File: config.mk
export PLATFORM = sky130hd
export DESIGN_NAME = vend_credit_ctrl
export DESIGN_NICKNAME = d
export VERILOG_FILES = /design/src/rtl/vend_credit_ctrl.sv
export SDC_FILE = /design/constraint.sdc
export NUM_CORES = 1
export LEC_CHECK = 0
export ABC_AREA = 1
export CAP_MARGIN = 20
export CORE_UTILIZATION = 45
export CTS_CLUSTER_SIZE = 16
export DETAILED_ROUTE_END_ITERATION = 8
export GPL_TIMING_DRIVEN = 0
export PLACE_DENSITY = 0.67
export SYNTH_ARGS = -nofsm -noshare
export SYNTH_HDL_FRONTEND = slang
export SYNTH_SLANG_ARGS = --single-unit
export TNS_END_PERCENT = 30
File: constraint.sdc
create_clock -name clk -period 3.6 [get_ports clk]
set_clock_uncertainty 0.1 [all_clocks]
set_input_delay 0.72 -clock clk [delete_from_list [all_inputs] [get_ports clk]]
set_output_delay 0.72 -clock clk [all_outputs]
set_load 0.02 [all_outputs]
File: src/rtl/vend_credit_ctrl.sv
// Coin-credit controller: accumulates coin credit, strobes a vend at PRICE,
// then returns overpayment or refunds one coin per ready cycle.
module vend_credit_ctrl #(
    parameter int unsigned PRICE    = 100,
    parameter int unsigned CREDIT_W = 8
) (
    input  logic                clk,
    input  logic                reset_n,
    input  logic                nickel,
    input  logic                dime,
    input  logic                quarter,
    input  logic                cancel,
    input  logic                change_ready,
    output logic                valid,
    output logic [2:0]          change,
    output logic                coin_reject,
    output logic [CREDIT_W-1:0] credit,
    output logic                busy
);

    localparam int unsigned TOTAL_W = CREDIT_W + 1;

    localparam logic [0:0] ACCUM  = 1'b0;
    localparam logic [0:0] CHANGE = 1'b1;

    localparam logic [TOTAL_W-1:0]  NICKEL_T  = TOTAL_W'(5);
    localparam logic [TOTAL_W-1:0]  DIME_T    = TOTAL_W'(10);
    localparam logic [TOTAL_W-1:0]  QUARTER_T = TOTAL_W'(25);
    localparam logic [TOTAL_W-1:0]  PRICE_T   = TOTAL_W'(PRICE);

    localparam logic [CREDIT_W-1:0] NICKEL_C  = CREDIT_W'(5);
    localparam logic [CREDIT_W-1:0] DIME_C    = CREDIT_W'(10);
    localparam logic [CREDIT_W-1:0] QUARTER_C = CREDIT_W'(25);

    // Change coin encodings, {nickel, dime, quarter}
    localparam logic [2:0] CH_NICKEL  = 3'b100;
    localparam logic [2:0] CH_DIME    = 3'b010;
    localparam logic [2:0] CH_QUARTER = 3'b001;

    logic [0:0]          state_q, state_d;
    logic [CREDIT_W-1:0] credit_q, credit_d;
    logic                valid_q, valid_d;
    logic [2:0]          change_q, change_d;
    logic                coin_reject_q, coin_reject_d;
    logic                busy_q, busy_d;

    logic                any_coin;
    logic [TOTAL_W-1:0]  coin_sum;
    logic [TOTAL_W-1:0]  total;
    logic [TOTAL_W-1:0]  remainder;
    logic [CREDIT_W-1:0] coin_val;
    logic [2:0]          coin_sel;
    logic [CREDIT_W-1:0] credit_left;

    // Coin arithmetic carried one bit wider so the PRICE compare cannot wrap
    always_comb begin
        any_coin  = nickel | dime | quarter;
        coin_sum  = (nickel  ? NICKEL_T  : '0)
                  + (dime    ? DIME_T    : '0)
                  + (quarter ? QUARTER_T : '0);
        total     = {1'b0, credit_q} + coin_sum;
        remainder = total - PRICE_T;
    end

    // Greedy largest-coin-first selection for change/refund
    always_comb begin
        coin_val = NICKEL_C;
        coin_sel = CH_NICKEL;
        if (credit_q >= QUARTER_C) begin
            coin_val = QUARTER_C;
            coin_sel = CH_QUARTER;
        end else if (credit_q >= DIME_C) begin
            coin_val = DIME_C;
            coin_sel = CH_DIME;
        end
        credit_left = credit_q - coin_val;
    end

    always_comb begin
        state_d       = state_q;
        credit_d      = credit_q;
        valid_d       = 1'b0;
        change_d      = 3'b000;
        coin_reject_d = 1'b0;

        case (state_q)
            ACCUM: begin
                if (cancel) begin
                    coin_reject_d = any_coin;
                    if (credit_q != '0) begin
                        state_d = CHANGE;
                    end
                end else if (total >= PRICE_T) begin
                    valid_d  = 1'b1;
                    credit_d = CREDIT_W'(remainder);
                    if (remainder != '0) begin
                        state_d = CHANGE;
                    end
                end else begin
                    credit_d = CREDIT_W'(total);
                end
            end
            CHANGE: begin
                coin_reject_d = any_coin;
                if (change_ready) begin
                    change_d = coin_sel;
                    credit_d = credit_left;
                    if (credit_left == '0) begin
                        state_d = ACCUM;
                    end
                end
            end
            default: begin
                state_d = ACCUM;
            end
        endcase

        busy_d = (state_d == CHANGE);
    end

    always_ff @(posedge clk or negedge reset_n) begin
        if (!reset_n) begin
            state_q       <= ACCUM;
            credit_q      <= '0;
            valid_q       <= 1'b0;
            change_q      <= 3'b000;
            coin_reject_q <= 1'b0;
            busy_q        <= 1'b0;
        end else begin
            state_q       <= state_d;
            credit_q      <= credit_d;
            valid_q       <= valid_d;
            change_q      <= change_d;
            coin_reject_q <= coin_reject_d;
            busy_q        <= busy_d;
        end
    end

    assign valid       = valid_q;
    assign change      = change_q;
    assign coin_reject = coin_reject_q;
    assign credit      = credit_q;
    assign busy        = busy_q;

endmodule

## After elaboration in Yosys (flattened, before gate mapping)

Cells that the tools add are included.

- Register bits: 14
- RAM bits: 0
- Memories: 0
- Output and inout port bits: 14
- Input bits: 7
- ROM bits: 0
- Bits in latches: 0

- Reduce and logical (&&, ||, !) cells: 4
- Multiply operators: 0
- Div/mod/pow operators: 0
- Mux-type cells: 25
- $lt $le $gt $ge: 3
- Add/subtract/negate cells: 5
- Shift-type cells: 0
- Equal/unequal tests: 2
- Bitwise logic cells: 3

Operators with widths:

| kind | count |
|---|---|
| 8-bit two-way mux | 3 |
| 8-bit one-hot mux with 2 select lines | 1 |
| 3-bit two-way mux | 5 |
| 1-bit two-way mux | 10 |
| 5-bit two-way mux | 2 |
| 8-bit by 6-bit adder with 9-bit output | 1 |
| 9-bit by 7-bit greater-or-equal comparator with 1-bit output (second input constant) | 1 |
| 9-bit nonzero test | 1 |
| 9-bit by 7-bit subtractor with 9-bit output (second input constant) | 1 |
| 8-bit by 4-bit greater-or-equal comparator with 1-bit output (second input constant) | 1 |
| 8-bit by 5-bit greater-or-equal comparator with 1-bit output (second input constant) | 1 |
| 8-bit zero test | 1 |
| 4-bit two-way mux | 2 |
| 8-bit nonzero test | 1 |
| 8-bit subtractor | 1 |
| 5-bit by 5-bit adder with 6-bit output | 1 |
| 3-bit by 4-bit adder with 5-bit output | 1 |
| 2-bit inequality test (second input constant) | 2 |
| 1-bit one-hot mux with 2 select lines | 2 |
| 1-bit OR | 2 |
| 2-bit AND reduction | 1 |
| 1-bit NOT | 1 |

## Longest topological paths before layout

- Word-level depth: 10
- Gate-level depth with buffers: 21
- Depth with buffers taken out: 21

## Least setup slack after synthesis

No wires, ideal clock.

- Kind: input-to-reg
- Start: input port nickel
- End: register credit_q[3] (netlist: credit[3])
- Data required time: 3.383 ns
- Cell stages on the path: 21
- Data arrival time: 2.871 ns
- Path buffers: 0
- Path slack: 0.512 ns
- Cells stage by stage: inv_1 > fa_1 > inv_1 > ha_1 > inv_1 > fa_1 > inv_1 > nand2_1 > nand2_2 > ha_1 > nand3_1 > inv_1 > nand2_1 > nor2_4 > nand2_4 > nand2_2 > nor2_4 > nand2_1 > nand3_1 > nand2_1 > nand2_1

- Longest elaborated chain between the ends: 8
- Elaborated cells on any way between the ends: 9
- Classes of those cells: add/sub (4); order compare (1); mux (4)

RTL lines:

| what | RTL line | text |
|---|---|---|
| from (decl) | 9 | `input logic nickel,` |
| 3-bit two-way mux (*) | 58 | `coin_sum = (nickel ? NICKEL_T : '0)` |
| 3-bit by 4-bit adder with 5-bit output (*) | 59 | `+ (dime ? DIME_T : '0)` |
| 5-bit by 5-bit adder with 6-bit output (*) | 60 | `+ (quarter ? QUARTER_T : '0);` |
| 8-bit by 6-bit adder with 9-bit output (*) | 61 | `total = {1'b0, credit_q} + coin_sum;` |
| 9-bit by 7-bit subtractor with 9-bit output / 9-bit by 7-bit greater-or-equal comparator with 1-bit output (equally long branches) | 62, 93 |  |
| 8-bit two-way mux (*) | 93 | `end else if (total >= PRICE_T) begin` |
| 8-bit two-way mux (*) | 88 | `if (cancel) begin` |
| 8-bit one-hot mux with 2 select lines (*) | 86 | `case (state_q)` |
| to (signal assigned) | 131 | `credit_q <= credit_d;` |
| to (decl) | 41 | `logic [CREDIT_W-1:0] credit_q, credit_d;` |

Mark *: on every way between the ends. The rest lies on a longest branch, timed or not. The select of a mux whose other input is x is not followed.
A chain may end at the register's enable or synchronous reset.

## Final worst setup path

- Start: input port dime
- End: register busy_q (netlist: busy)

- Longest elaborated chain between the ends: 10
- Elaborated cells on any way between the ends: 11
- Classes of those cells: add/sub (4); order compare (1); mux (5); reduce/logical (1)

RTL lines:

| what | RTL line | text |
|---|---|---|
| from (decl) | 10 | `input logic dime,` |
| 4-bit two-way mux (*) | 59 |  |
| 3-bit by 4-bit adder with 5-bit output (*) | 59 |  |
| 5-bit by 5-bit adder with 6-bit output (*) | 60 |  |
| 8-bit by 6-bit adder with 9-bit output (*) | 61 |  |
| 9-bit by 7-bit subtractor with 9-bit output | 62 | `remainder = total - PRICE_T;` |
| 9-bit nonzero test | 96 | `if (remainder != '0) begin` |
| 1-bit two-way mux | 96 |  |
| 1-bit two-way mux (*) | 93 |  |
| 1-bit two-way mux (*) | 88 |  |
| 1-bit one-hot mux with 2 select lines (*) | 86 |  |
| named net busy_d | 45 | `logic busy_q, busy_d;` |
| to (signal assigned) | 135 | `busy_q <= busy_d;` |
| to (decl) | 45 |  |

Mark *: on every way through the listed nets, which the timed path passes. The rest lies on a longest branch.

==> qor.csv <==
metric,value,unit
status,"finished, final reports clean",
mean routed wirelength per cell,11.86,microns
Final ANT Viol Nets,0,
mux share of post-synthesis cell area,0,%
startpoint types,input port,
Hold Startpoint,credit[7],
CP max stage delay,0.54,ns
Longest Clk Path Bufs,2,
Critical Setup Path Class,input port to flip-flop,
post-synthesis cell count,239,
slew margin rel.,57.30,%
sequential area share after synthesis,20.96,%
Worst EP arrival,3.47,ns
gr ovfl total,0,
reg2reg path depth,17,
Worst path top cell family by delay,adder cells,
clock-pin slew on the worst setup and hold paths,0.06,ns
H-tree levels,1,
Synth Area in Adders,16.77,%
FF-to-FF setup slack,0.60,ns
reg2reg start,credit[6],
Worst-Skew Late Latency,0.24,ns
Yosys reg bits,14,
worst-path fanout max,6,
GR Util met3,3.650,%
Compound-Gate Fraction of Synth Area,8.383,%
# setup viols final,0,
Hold Path Sink,credit[7],
Synth Cell Area,1672,sq um
DRT Wirelength,3700,microns
largest net degree at the start of global routing,15,
Hold Path Class,flip-flop to flip-flop,
cell taking the most area after synthesis,dfrtp_1,
"Period Utilization, post-route",94.48,%
row cnt,21,
Critical R2R Capture,busy,
total core area,3442,sq um
Crit path required time,3.67,ns
Ys Warns,0,
hold_buf cts,0,
M2 GR Usage,33.20,%
f_max,294.0,MHz
die area,3963,sq um
largest family of logic cells by synthesized area,simple AND/OR/NAND/NOR gates,
"leading cell type in the layout, fill and taps excluded",nand2_1,
DRC,0,
buffer and inverter count on the worst path,5,
Final GP Congestion,0.8984,
synth top area cells,"dfrtp_1 21%, ha_1 12%, nand2_1 11%, inv_1 10%, nand3_1 6.0%",
HPWL after DPL,2955,microns
vias post-DR,1538,
minimum clock period,3.401,ns
io pins,21,
PortBufs,20,
1st-pass router iterations,6,
GR Util All Layers,19.85,%
Starting DRT DRC Count,99,
total CTS buffers,3,
met1 Track Usage GR,27.05,%
final hold vios,0,
antenna cells,0,
Worst Hold Depth,2,
vias per inst,4.929,
slowest CP cell,fa_1,
Max Cap Viol,0,
Die Wd,62.95,microns
clock sink total,14,
most frequent cells in the layout,"49 x nand2_1, 43 x inv_1, 22 x nor2_1, 20 x nand3_1, 18 x clkdlybuf4s50_1",
Slew @ Worst Pin,0.6385,ns
syn_area_per_cell,6.994,sq um
Final Max Tran Viols,0,
CTS tree,done,
Top Usage Layer GRT,met2,
Cell variety after synth,27,
share of cells above drive strength 1,18.80,%
starting density of the core,48.56,%
Root Buffer,clkbuf_8,
simple-gate area share of the yosys netlist,38.40,%
P&R area growth vs syn,20.81,%
Worst Setup SP,dime,
share of the synthesized area in the top cell type,20.96,%
"critical path, cell by cell","clkdlybuf4s50_1, inv_1, fa_1, inv_1, ha_2, inv_2, nand2_1, nand2_2, buf_4, ha_1, nand2_1, nand2_1, xor2_1, nor2_1, nand2_1, nand2_1, a21oi_2",
"most used cell, CP",nand2_1,
CP Capture Type,flip-flop,
number of global-route vias before repair,1469,
initial antenna violation count,0,
first-pass GRT wire length,6285,microns
XOR/XNOR Fraction of Synth Area,3.144,%
syn_nets,266,
placed cells,305,
Post-Layout Cell Count,312,
Nets,294,
Die Height,62.95,microns
[stage by stage]
stage	util [%]	hold WS [ns]	setup TNS (ns)	worst slack, ns	instance area [sq um]
floorplan	-	0.3244	0	0.5120	1672
global placement	56.05	0.5103	-1.728	-0.2749	1929
detailed placement	56.05	0.5151	-1.674	-0.2676	1929
CTS	58.02	0.5308	0	0.009756	1997
global route	58.67	0.5876	-0.06817	-0.03925	2019
finish	58.67	0.5296	0	0.1988	2019
[worst max path at each step]
stage                endpoint  slack [ns]  cells past startpoint
global placement         busy       -0.27                     19
global route             busy       -0.04                     17
CTS                      busy        0.01                     21
finish                   busy        0.20                     17
floorplan           credit[3]        0.51                     21
detailed placement       busy       -0.27                     19
[kinds of logic after synthesis]
logic type	count (synthesis)
AOI/OAI and AO/OA	22
xor gates and xnor gates	6
adders and majority gates	20
buffers and inverters	54
DFF	14
and+or+nand+nor	123
[state kept, by name, summed over array words and instances (netlist names)]
signal / flops
change: 3
busy: 1
credit: 8
valid: 1
coin_reject: 1
[cell usage after synthesis (all sizes together)]
library cell,n
nand2,64
inv,52
nor2,27
nand3,25
ha,16
dfrtp,14
a21oi,10
o21ai,7
nand4,5
fa,4
xor2,4
a31oi,2
clkbuf,2
o211ai,2
xnor2,2
and3,1
nor4,1
o41ai,1
[worst register-to-register path: stages, from the launching register on]
cell and delay [ns]:
dfrtp_1 0.47, inv_1 0.14, nand3_1 0.13, nor2_1 0.11, inv_1 0.06, nor2_1 0.13, inv_1 0.10, nand2_1 0.16
ha_1 0.17, inv_1 0.05, fa_1 0.40, nand3_1 0.10, nand3_1 0.12, xnor2_1 0.19, and3_1 0.19, nand3_1 0.08
nor2_1 0.14, a21oi_2 0.05
[layout make-up]
| class | count | area [sq um] |
|---|---|---|
| buffer | 2 | 11.26 |
| timing repair buffer | 23 | 227.7 |
| multi-input combinational | 171 | 1122 |
| clock buffer | 4 | 55.05 |
| sequential | 14 | 350.3 |
| tap | 46 | 57.56 |
| fill | 352 | 1423 |
| inverter | 52 | 195.2 |
[per-layer routing]
| metal | vias up | part of all wire, % |
|---|---|---|
| met5 | - | 0 |
| met4 | 0 | 0.49 |
| met3 | 2 | 2.4 |
| met2 | 30 | 48 |
| met1 | 701 | 49 |
| li1 | 805 | - |
[repair_timing]
action                                  4_1_cts  5_1_grt
endpoints found under the setup margin        2        8
gates resized for setup                       2        6
pin swaps                                     2        2
setup buffers                                 1        2
Power is not shown: default switching activity piles up to over one toggle a cycle in this logic, so the estimate is an artifact.
